## src/rtl/ez8_loader_pkg.sv

```systemverilog
// Shared types and constants for the ez8 UART boot loader.
// Optional checksum stage is enabled by defining LOADER_CHECKSUM_EN.
package ez8_loader_pkg;

    typedef enum logic [2:0] {
        IDLE,
        LEN_HI,
        LEN_LO,
        DATA_HI,
        DATA_LO,
        CHECK,
        DONE,
        ERROR
    } state_t;

    typedef enum logic [1:0] {
        RX_IDLE,
        RX_START,
        RX_DATA,
        RX_STOP
    } rx_state_t;

    localparam logic [7:0] HEADER_BYTE = 8'hA5;

    function automatic logic is_loading(input state_t s);
        return s inside {LEN_HI, LEN_LO, DATA_HI, DATA_LO, CHECK};
    endfunction

endpackage

```

## src/rtl/ez8_uart_rx.sv

```systemverilog
// 8N1 UART receiver with input synchroniser and mid-bit sampling.
// Emits one-cycle valid or frame_err pulses at the stop-bit sample.
module ez8_uart_rx
    import ez8_loader_pkg::*;
#(
    parameter int CLKS_PER_BIT = 434
) (
    input  logic       clk,
    input  logic       reset_n,
    input  logic       rx,
    output logic [7:0] data,
    output logic       valid,
    output logic       frame_err
);

    localparam int CW = (CLKS_PER_BIT > 2) ? $clog2(CLKS_PER_BIT) : 2;
    localparam logic [CW-1:0] FULL = CW'(CLKS_PER_BIT - 1);
    localparam logic [CW-1:0] HALF = CW'(CLKS_PER_BIT / 2 - 1);

    rx_state_t     st, st_n;
    logic [CW-1:0] cnt, cnt_n;
    logic [2:0]    bit_idx, bit_idx_n;
    logic [7:0]    shift, shift_n;
    logic          sync1, sync2, prev;
    logic          valid_n, ferr_n;

    assign data = shift;

    // Two-flop synchroniser plus one history flop for edge detection
    always_ff @(posedge clk or negedge reset_n) begin
        if (!reset_n) begin
            sync1 <= 1'b1;
            sync2 <= 1'b1;
            prev  <= 1'b1;
        end else begin
            sync1 <= rx;
            sync2 <= sync1;
            prev  <= sync2;
        end
    end

    // Receiver state and datapath registers
    always_ff @(posedge clk or negedge reset_n) begin
        if (!reset_n) begin
            st        <= RX_IDLE;
            cnt       <= '0;
            bit_idx   <= '0;
            shift     <= '0;
            valid     <= 1'b0;
            frame_err <= 1'b0;
        end else begin
            st        <= st_n;
            cnt       <= cnt_n;
            bit_idx   <= bit_idx_n;
            shift     <= shift_n;
            valid     <= valid_n;
            frame_err <= ferr_n;
        end
    end

    // Bit timing: start re-checked at half bit, data/stop at full-bit steps
    always_comb begin
        st_n      = st;
        cnt_n     = cnt + 1'b1;
        bit_idx_n = bit_idx;
        shift_n   = shift;
        valid_n   = 1'b0;
        ferr_n    = 1'b0;
        unique case (st)
            RX_IDLE: begin
                cnt_n = '0;
                if (prev && !sync2) st_n = RX_START;
            end
            RX_START: begin
                if (cnt == HALF) begin
                    cnt_n     = '0;
                    bit_idx_n = '0;
                    st_n      = sync2 ? RX_IDLE : RX_DATA;
                end
            end
            RX_DATA: begin
                if (cnt == FULL) begin
                    cnt_n     = '0;
                    shift_n   = {sync2, shift[7:1]};
                    bit_idx_n = bit_idx + 1'b1;
                    if (bit_idx == 3'd7) st_n = RX_STOP;
                end
            end
            RX_STOP: begin
                if (cnt == FULL) begin
                    cnt_n   = '0;
                    st_n    = RX_IDLE;
                    valid_n = sync2;
                    ferr_n  = !sync2;
                end
            end
            default: st_n = RX_IDLE;
        endcase
    end

endmodule

```

## src/rtl/ez8_uart_loader.sv

```systemverilog
// UART boot loader: writes a framed image into ez8 instruction memory.
// Define LOADER_CHECKSUM_EN to require a trailing XOR checksum byte.
module ez8_uart_loader
    import ez8_loader_pkg::*;
#(
    parameter int CLK_FREQ   = 50000000,
    parameter int BAUD       = 115200,
    parameter int ADDR_WIDTH = 12,
    parameter int TIMEOUT    = 5000000
) (
    input  logic                  clk,
    input  logic                  reset_n,
    input  logic                  uart_rx,
    output logic [ADDR_WIDTH-1:0] instr_writeaddr,
    output logic [15:0]           instr_writedata,
    output logic                  instr_write_en,
    output logic                  cpu_reset,
    output logic                  load_busy,
    output logic                  load_error
);

    localparam int CLKS_PER_BIT = CLK_FREQ / BAUD;
    localparam int TW = $clog2(TIMEOUT + 1);
    localparam logic [TW-1:0] TLAST = TW'(TIMEOUT - 1);
    localparam logic [16:0] MAX_WORDS = 17'(2 ** ADDR_WIDTH);
`ifdef LOADER_CHECKSUM_EN
    localparam state_t FINAL = CHECK;
`else
    localparam state_t FINAL = DONE;
`endif

    state_t                state, next;
    logic [7:0]            rx_data;
    logic                  rx_valid, rx_ferr;
    logic [7:0]            len_hi, word_hi;
    logic [15:0]           len;
    logic [15:0]           new_len;
    logic [ADDR_WIDTH-1:0] idx;
    logic [TW-1:0]         timer;
    logic                  loading, hdr, last_word, timed_out;
`ifdef LOADER_CHECKSUM_EN
    logic [7:0]            chk;
`endif

    ez8_uart_rx #(
        .CLKS_PER_BIT(CLKS_PER_BIT)
    ) u_rx (
        .clk      (clk),
        .reset_n  (reset_n),
        .rx       (uart_rx),
        .data     (rx_data),
        .valid    (rx_valid),
        .frame_err(rx_ferr)
    );

    assign loading    = is_loading(state);
    assign hdr        = rx_valid && !loading && rx_data == HEADER_BYTE;
    assign new_len    = {len_hi, rx_data};
    assign last_word  = (16'(idx) + 16'd1) == len;
    assign timed_out  = timer == TLAST;
    assign load_busy  = loading;
    assign load_error = state == ERROR;

    // Loader state register
    always_ff @(posedge clk or negedge reset_n) begin
        if (!reset_n) state <= IDLE;
        else          state <= next;
    end

    // Frame parsing; framing errors and timeouts abort any load
    always_comb begin
        next = state;
        unique case (state)
            IDLE, DONE, ERROR: begin
                if (hdr) next = LEN_HI;
            end
            LEN_HI: begin
                if (rx_valid) next = LEN_LO;
            end
            LEN_LO: begin
                if (rx_valid) begin
                    if (new_len == 16'd0)                next = FINAL;
                    else if ({1'b0, new_len} > MAX_WORDS) next = ERROR;
                    else                                 next = DATA_HI;
                end
            end
            DATA_HI: begin
                if (rx_valid) next = DATA_LO;
            end
            DATA_LO: begin
                if (rx_valid) next = last_word ? FINAL : DATA_HI;
            end
`ifdef LOADER_CHECKSUM_EN
            CHECK: begin
                if (rx_valid) next = (rx_data == chk) ? DONE : ERROR;
            end
`endif
            default: next = IDLE;
        endcase
        if (loading && (rx_ferr || (!rx_valid && timed_out))) next = ERROR;
    end

    // Length capture, word assembly, write port, timer and CPU reset
    always_ff @(posedge clk or negedge reset_n) begin
        if (!reset_n) begin
            len_hi          <= '0;
            len             <= '0;
            word_hi         <= '0;
            idx             <= '0;
            timer           <= '0;
            instr_writeaddr <= '0;
            instr_writedata <= '0;
            instr_write_en  <= 1'b0;
            cpu_reset       <= 1'b1;
`ifdef LOADER_CHECKSUM_EN
            chk             <= '0;
`endif
        end else begin
            instr_write_en <= 1'b0;
            cpu_reset      <= state != DONE;
            if (!loading || rx_valid) timer <= '0;
            else                      timer <= timer + 1'b1;
            if (hdr) idx <= '0;
            if (rx_valid && state == LEN_HI)  len_hi  <= rx_data;
            if (rx_valid && state == LEN_LO)  len     <= new_len;
            if (rx_valid && state == DATA_HI) word_hi <= rx_data;
            if (rx_valid && state == DATA_LO) begin
                instr_write_en  <= 1'b1;
                instr_writeaddr <= idx;
                instr_writedata <= {word_hi, rx_data};
                idx             <= idx + 1'b1;
            end
`ifdef LOADER_CHECKSUM_EN
            if (hdr) chk <= '0;
            if (rx_valid && (state == DATA_HI || state == DATA_LO))
                chk <= chk ^ rx_data;
`endif
        end
    end

endmodule
```

## config.mk

```make
export PLATFORM = sky130hd
export DESIGN_NAME = ez8_uart_loader
export DESIGN_NICKNAME = d
export VERILOG_FILES = /design/src/rtl/ez8_loader_pkg.sv /design/src/rtl/ez8_uart_rx.sv /design/src/rtl/ez8_uart_loader.sv
export SDC_FILE = /design/constraint.sdc
export NUM_CORES = 1
export LEC_CHECK = 0
export BUFFER_PORTS_ARGS = -buffer_cell sky130_fd_sc_hd__clkbuf_2
export CAP_MARGIN = 30
export CORE_MARGIN = 3
export CORE_UTILIZATION = 45
export DETAILED_ROUTE_END_ITERATION = 8
export GPL_ROUTABILITY_DRIVEN = 1
export PLACE_DENSITY = 0.65
export SKIP_LAST_GASP = 1
export SLEW_MARGIN = 20
export SYNTH_ARGS = -nofsm -noshare
export SYNTH_HDL_FRONTEND = slang
export SYNTH_SLANG_ARGS = --single-unit
export TNS_END_PERCENT = 50
```

## constraint.sdc

```tcl
create_clock -name clk -period 2.7 [get_ports clk]
set_input_delay 0.54 -clock clk [delete_from_list [all_inputs] [get_ports clk]]
set_output_delay 0.54 -clock clk [all_outputs]
set_load 0.05 [all_outputs]
```

=== Yosys cells after proc, flatten, opt, wreduce, memory -nomap -nowiden ===
Index checks and enable logic that the tools add are counted.

* Bits in registers: 127

* Add/subtract/negate cells: 5
* Order comparisons: 1
* Equality and inequality tests: 27
* Mux-type cells: 31
* Reductions and logical operators: 26

{| class="wikitable"
|+ Operator list
! kind !! count
|-
| 3-bit 2-to-1 mux || 11
|-
| 9-bit one-hot mux with 3 select lines || 1
|-
| 12-bit 2-to-1 mux || 2
|-
| 23-bit by 1-bit adder with 23-bit output (second input constant) || 1
|-
| 23-bit equality test (second input constant) || 1
|-
| 23-bit 2-to-1 mux || 1
|-
| 9-bit 2-to-1 mux || 2
|-
| 13-bit by 16-bit equality test with 1-bit output || 1
|-
| 16-bit by 13-bit greater-than comparator with 1-bit output (second input constant) || 1
|-
| 16-bit logical NOT || 1
|-
| 3-bit equality test (second input constant) || 5
|-
| 3-bit one-hot mux with 5 select lines || 1
|-
| 12-bit by 1-bit adder with 13-bit output (second input constant) || 1
|-
| 12-bit by 1-bit adder with 12-bit output (second input constant) || 1
|-
| 2-bit 2-to-1 mux || 6
|-
| 3-bit by 1-bit != test with 1-bit output (second input constant) || 4
|-
| 2-bit by 1-bit != test with 1-bit output (second input constant) || 5
|-
| 5-bit AND reduction || 2
|-
| 9-bit by 1-bit adder with 9-bit output (second input constant) || 1
|-
| 9-bit by 8-bit equality test with 1-bit output (second input constant) || 1
|-
| 9-bit equality test (second input constant) || 1
|-
| 1-bit logical AND || 9
|-
| 8-bit equality test (second input constant) || 1
|-
| 2-bit one-hot mux with 4 select lines || 1
|-
| other kinds (18) || 29
|}

=== Depth between registers and ports, before layout ===
* Depth in word-level cells: 8
* Depth in mapped cells: 8
* Gate-level depth less buffers: 8

=== Modules after synthesis ===
A second synthesis with hierarchy kept.

* Cell total of the unflattened synthesis: 583
* Area total of the unflattened synthesis: 5931.9 µm²

{| class="wikitable"
|+ By module, submodules not included
! module !! times used !! cells each !! area each (µm²) !! sequential area each (µm²)
|-
| ez8_uart_loader || 1 || 481 || 4682.0 || 2503.7
|-
| ez8_uart_rx || 1 || 102 || 1249.9 || 679.4
|}

=== Worst setup path before layout ===
Ideal clock, no wire load.

* Path type: flip-flop to flip-flop
* From: reg state[2]
* To: reg idx[10]
* Setup time: 0.095 ns
* Arrival: 2.003 ns
* Data required time: 2.605 ns
* Path slack: 0.602 ns
* Stages on the path, launching flop included: 8
* Path buffers: 2
* Cells stage by stage: dfrtp_1 buf_2 a21oi_1 inv_1 a21oi_1 buf_2 o21ai_0 o31ai_1

* Longest elaborated chain between the ends: 6
* Elaborated cells between the ends (all ways): 12

{| class="wikitable"
|+ Ends and longest elaborated chain
! what !! RTL line !! RTL
|-
| start, declared || ez8_uart_loader.sv:32 || <nowiki>state_t state, next;</nowiki>
|-
| start signal, assigned || ez8_uart_loader.sv:67 || <nowiki>else state <= next;</nowiki>
|-
| 3-bit by 1-bit equality test with 1-bit output, or another cell as far along || ez8_loader_pkg.sv:26 || <nowiki>return s inside {LEN_HI, LEN_LO, DATA_HI, DATA_LO, CHECK};</nowiki>
|-
| 5-bit nonzero test (*) || ez8_loader_pkg.sv:26 ||
|-
| net load_busy || ez8_uart_loader.sv:18 || <nowiki>output logic load_busy,</nowiki>
|-
| 1-bit logical NOT (*) || ez8_uart_loader.sv:57 || <nowiki>assign hdr = rx_valid && !loading && rx_data == HEADER_BYTE;</nowiki>
|-
| 1-bit logical AND (*) (2 in series) || ez8_uart_loader.sv:57 ||
|-
| 2-bit nonzero test (no source line) (*) || - ||
|-
| end signal, assigned || ez8_uart_loader.sv:131 || <nowiki>idx <= idx + 1'b1;</nowiki>
|-
| end, declared || ez8_uart_loader.sv:38 || <nowiki>logic [ADDR_WIDTH-1:0] idx;</nowiki>
|}

The timed path passes the listed nets; every way through them passes the cells marked *.
A chain may end at the register's enable or synchronous reset.

=== Worst setup path after layout ===
* From: reg state[1]
* To: out load_busy

* Longest elaborated chain between the ends: 2
* Elaborated cells between the ends (all ways): 6

{| class="wikitable"
|+ Ends and longest elaborated chain
! what !! RTL line
|-
| 3-bit by 1-bit equality test with 1-bit output, or another cell as far along || ez8_loader_pkg.sv:26
|-
| 5-bit nonzero test (*) || ez8_loader_pkg.sv:26
|-
| end, declared || ez8_uart_loader.sv:18
|}

Mark *: on every way between the ends. The rest lies on a longest branch, timed or not.

==> flow_summary.ini <==
[finish]
final_cell_mix = dfrtp_1 (123), nand2_1 (115), nor2_1 (59)
diodes = 0
syn2layout_area_growth_pct = 14.78
finish.net_count = 621
postLayoutCoreUtil = 0.5395
drive_above_1_share = 0.2129
fillers = 1119
final_common_cell = dfrtp_1

[critical_path]
timing.rr.start = state[1]
start_kind = flop
critPathMaxFanout = 17
startpoint = state[1]
r2r-end = idx[9]
crit_end = load_busy
rrSetupSlack_ns = 0.50
endpoint_kind = output port
required_ns = 2.16
worstRegToRegCells = 6
cp_data_arrival_time_ns = 1.79
worstSetupPathType = reg -> out

[floorplanning]
die_w_um = 122.0
start_util = 0.4700
core_sq_um = 12880
die-area_sq_um = 14880
io_pins = 35
rows = 41
die_y_um = 122.0

[power]
pwr-share-seq = 0.430
powerDensity_nw_per_um2 = 664.7
p_sw_mw = 1.102
clock_power_share = 0.501
netSwitchingFraction = 0.2387
comb_power_share = 0.068
peakVddDrop_v = 0.0004286
internal-power_mw = 3.515
power.total_mw = 4.617
leakage_nw = 3.381

[grt]
grt_max_degree = 47
gr-total-overflow = 0
antenna_found_initial = 0
grt_usage = 0.1768
grt_pass1_wl_mm = 20.56
grt_pass1_vias = 4118

[synth]
ys_seq_area_frac = 0.5259
synth_nets = 589
synth_area_sq_um = 6052
synth_warnings = 0
synthFlopType = dfrtp_1
synth_enable_flop_cells = 0
synth.distinct_cells = 67
ys_ff_latch = 127
synth_cells = 575
syn_area_per_cell_sq_um = 10.53
async_flop_share = 1.000

[job]
drv_cap = 0

[placed_design]
io_buffers = 34
dpl.hpwl_mm = 7.984
place_ws_ns = 0.4996
place_congestion = 0.7519

[sta]
max-slew-margin-rel = 0.4103
worst_pin_slew_ns = 0.8846
fin_ws_ns = 0.3717
slew_violations = 0
period_minus_slack_ns = 2.328
finalClockSkew_ns = 0.007482
hold_viol = 0
fin_setup_tns_ns = 0
setup_viol = 0
finalCritPeriodShare = 0.8624
fmax_mhz = 429.5
rsz0062_at_grt = false

[routing]
vias_per_cell = 5.263
ant_nets = 0
via_count = 4168
dr.pass1.iters = 5
drc = 0
wire_per_inst_um = 15.08
wl_mm = 11.94
drtIter0Drc = 311

[clock_network]
cts_made_buffers = 17
cts_buffer_depth = 2
clkSlewWorstSetupHoldPaths_ns = 0.06
postCtsResizedCells = 0
cts_root_buf = clkbuf_16
htree_levels = 4
clkSinkCount = 127
cts_hold_buf = 0
cts_setup_buffers = 0
cts_tree = done
clk_latency_ns = 0.42

[worst_hold_path]
hp-class = in -> async

[run_status]
run_status = finished clean
==> logic make-up after synthesis <==
| logic type | share of synthesized area |
|---|---|
| AND/OR/NAND/NOR | 0.2129 |
| flip-flops | 0.5259 |
| AO/OA/AOI/OAI | 0.05727 |
| XOR/XNOR | 0.06760 |
| multiplexers | 0.08021 |
| buffers and inverters | 0.03328 |
| adder cells (fa/ha/maj) | 0.02274 |
==> synthesized netlist by cell type, types with 4 or more instances <==
master,number,area share
and3_1,7,0.0072
buf_2,11,0.0091
buf_6,4,0.0074
clkbuf_1,8,0.0050
dfrtp_1,123,0.51
dfstp_2,4,0.017
ha_1,11,0.023
inv_1,12,0.0074
mux2_2,40,0.074
nand2_1,115,0.071
nand3_1,17,0.014
nand4_1,12,0.012
nor2_1,59,0.037
nor3_1,6,0.0050
nor4_1,6,0.0062
o21ai_0,22,0.018
o31ai_1,5,0.0062
xnor2_1,20,0.029
xor2_1,24,0.035
==> flip-flops by register name (all words and copies together), names as in the netlist, 8 cells and up, named ones only <==
register,cells
timer,23
instr_writedata,16
len,16
idx,12
instr_writeaddr,12
u_rx.cnt,9
len_hi,8
u_rx.data,8
word_hi,8
==> worst min path at each step <==
stage | slack, ns | end | from | cells past startpoint
2_1_floorplan | 0.24 | async pin | reset_n | 0
3_3_place_gp | 0.35 | u_rx.sync2 | u_rx.sync1 | 0
3_5_place_dp | 0.35 | u_rx.sync2 | u_rx.sync1 | 0
4_1_cts | 0.10 | instr_writeaddr[6] | reset_n | 1
5_1_grt | 0.12 | instr_writeaddr[6] | reset_n | 1
6_report | 0.09 | instr_writeaddr[6] | reset_n | 1
==> power groups by stage <==
stage               Sequential [mW]  Combinational [mW]  Clock [mW]
floorplan                      2.01               0.227           0
global placement               2.02               0.307           0
detailed placement             2.02               0.321           0
CTS                            1.99               0.323        2.36
global route                   1.99               0.373        2.45
finish                         1.99               0.316        2.32
==> per-layer routing <==
| layer | track usage | vias up | wire length [um] |
|---|---|---|---|
| met2 | 0.2704 | 65 | 5558 |
| met5 | 0 | - | 0 |
| li1 | - | 2043 | - |
| met3 | 0.04178 | 10 | 408 |
| met4 | 0.07283 | 0 | 137 |
| met1 | 0.2432 | 2050 | 5838 |
==> area by class of cell <==
class / instances / area (sq um) / area share
flip-flops and latches: 127 / 3183 / 0.4582
multi-input cells: 409 / 2668 / 0.3840
clock buffers: 20 / 436.7 / 0.06286
repair buffers: 39 / 235.2 / 0.03386
well taps: 172 / 215.2 / 0.03098
clock inverters: 12 / 160.2 / 0.02305
inverters: 13 / 48.80 / 0.007024
==> per-stage QoR <==
stage	instance area [sq um]	hold WS, ns	instances
final	6947	0.09319	792
after global routing	6947	0.1206	792
after CTS	6947	0.1035	792
after detailed placement	6350	0.3484	760
after global placement	6350	0.3460	760
after floorplan	6052	0.2444	575
==> critical path, stage by stage, from the launching register on <==
cell      delay (ns)
dfrtp_1         0.64
nor3_1          0.12
a21oi_1         0.26
clkbuf_2        0.35
No activity file was read; power rests on OpenSTA's default activity.
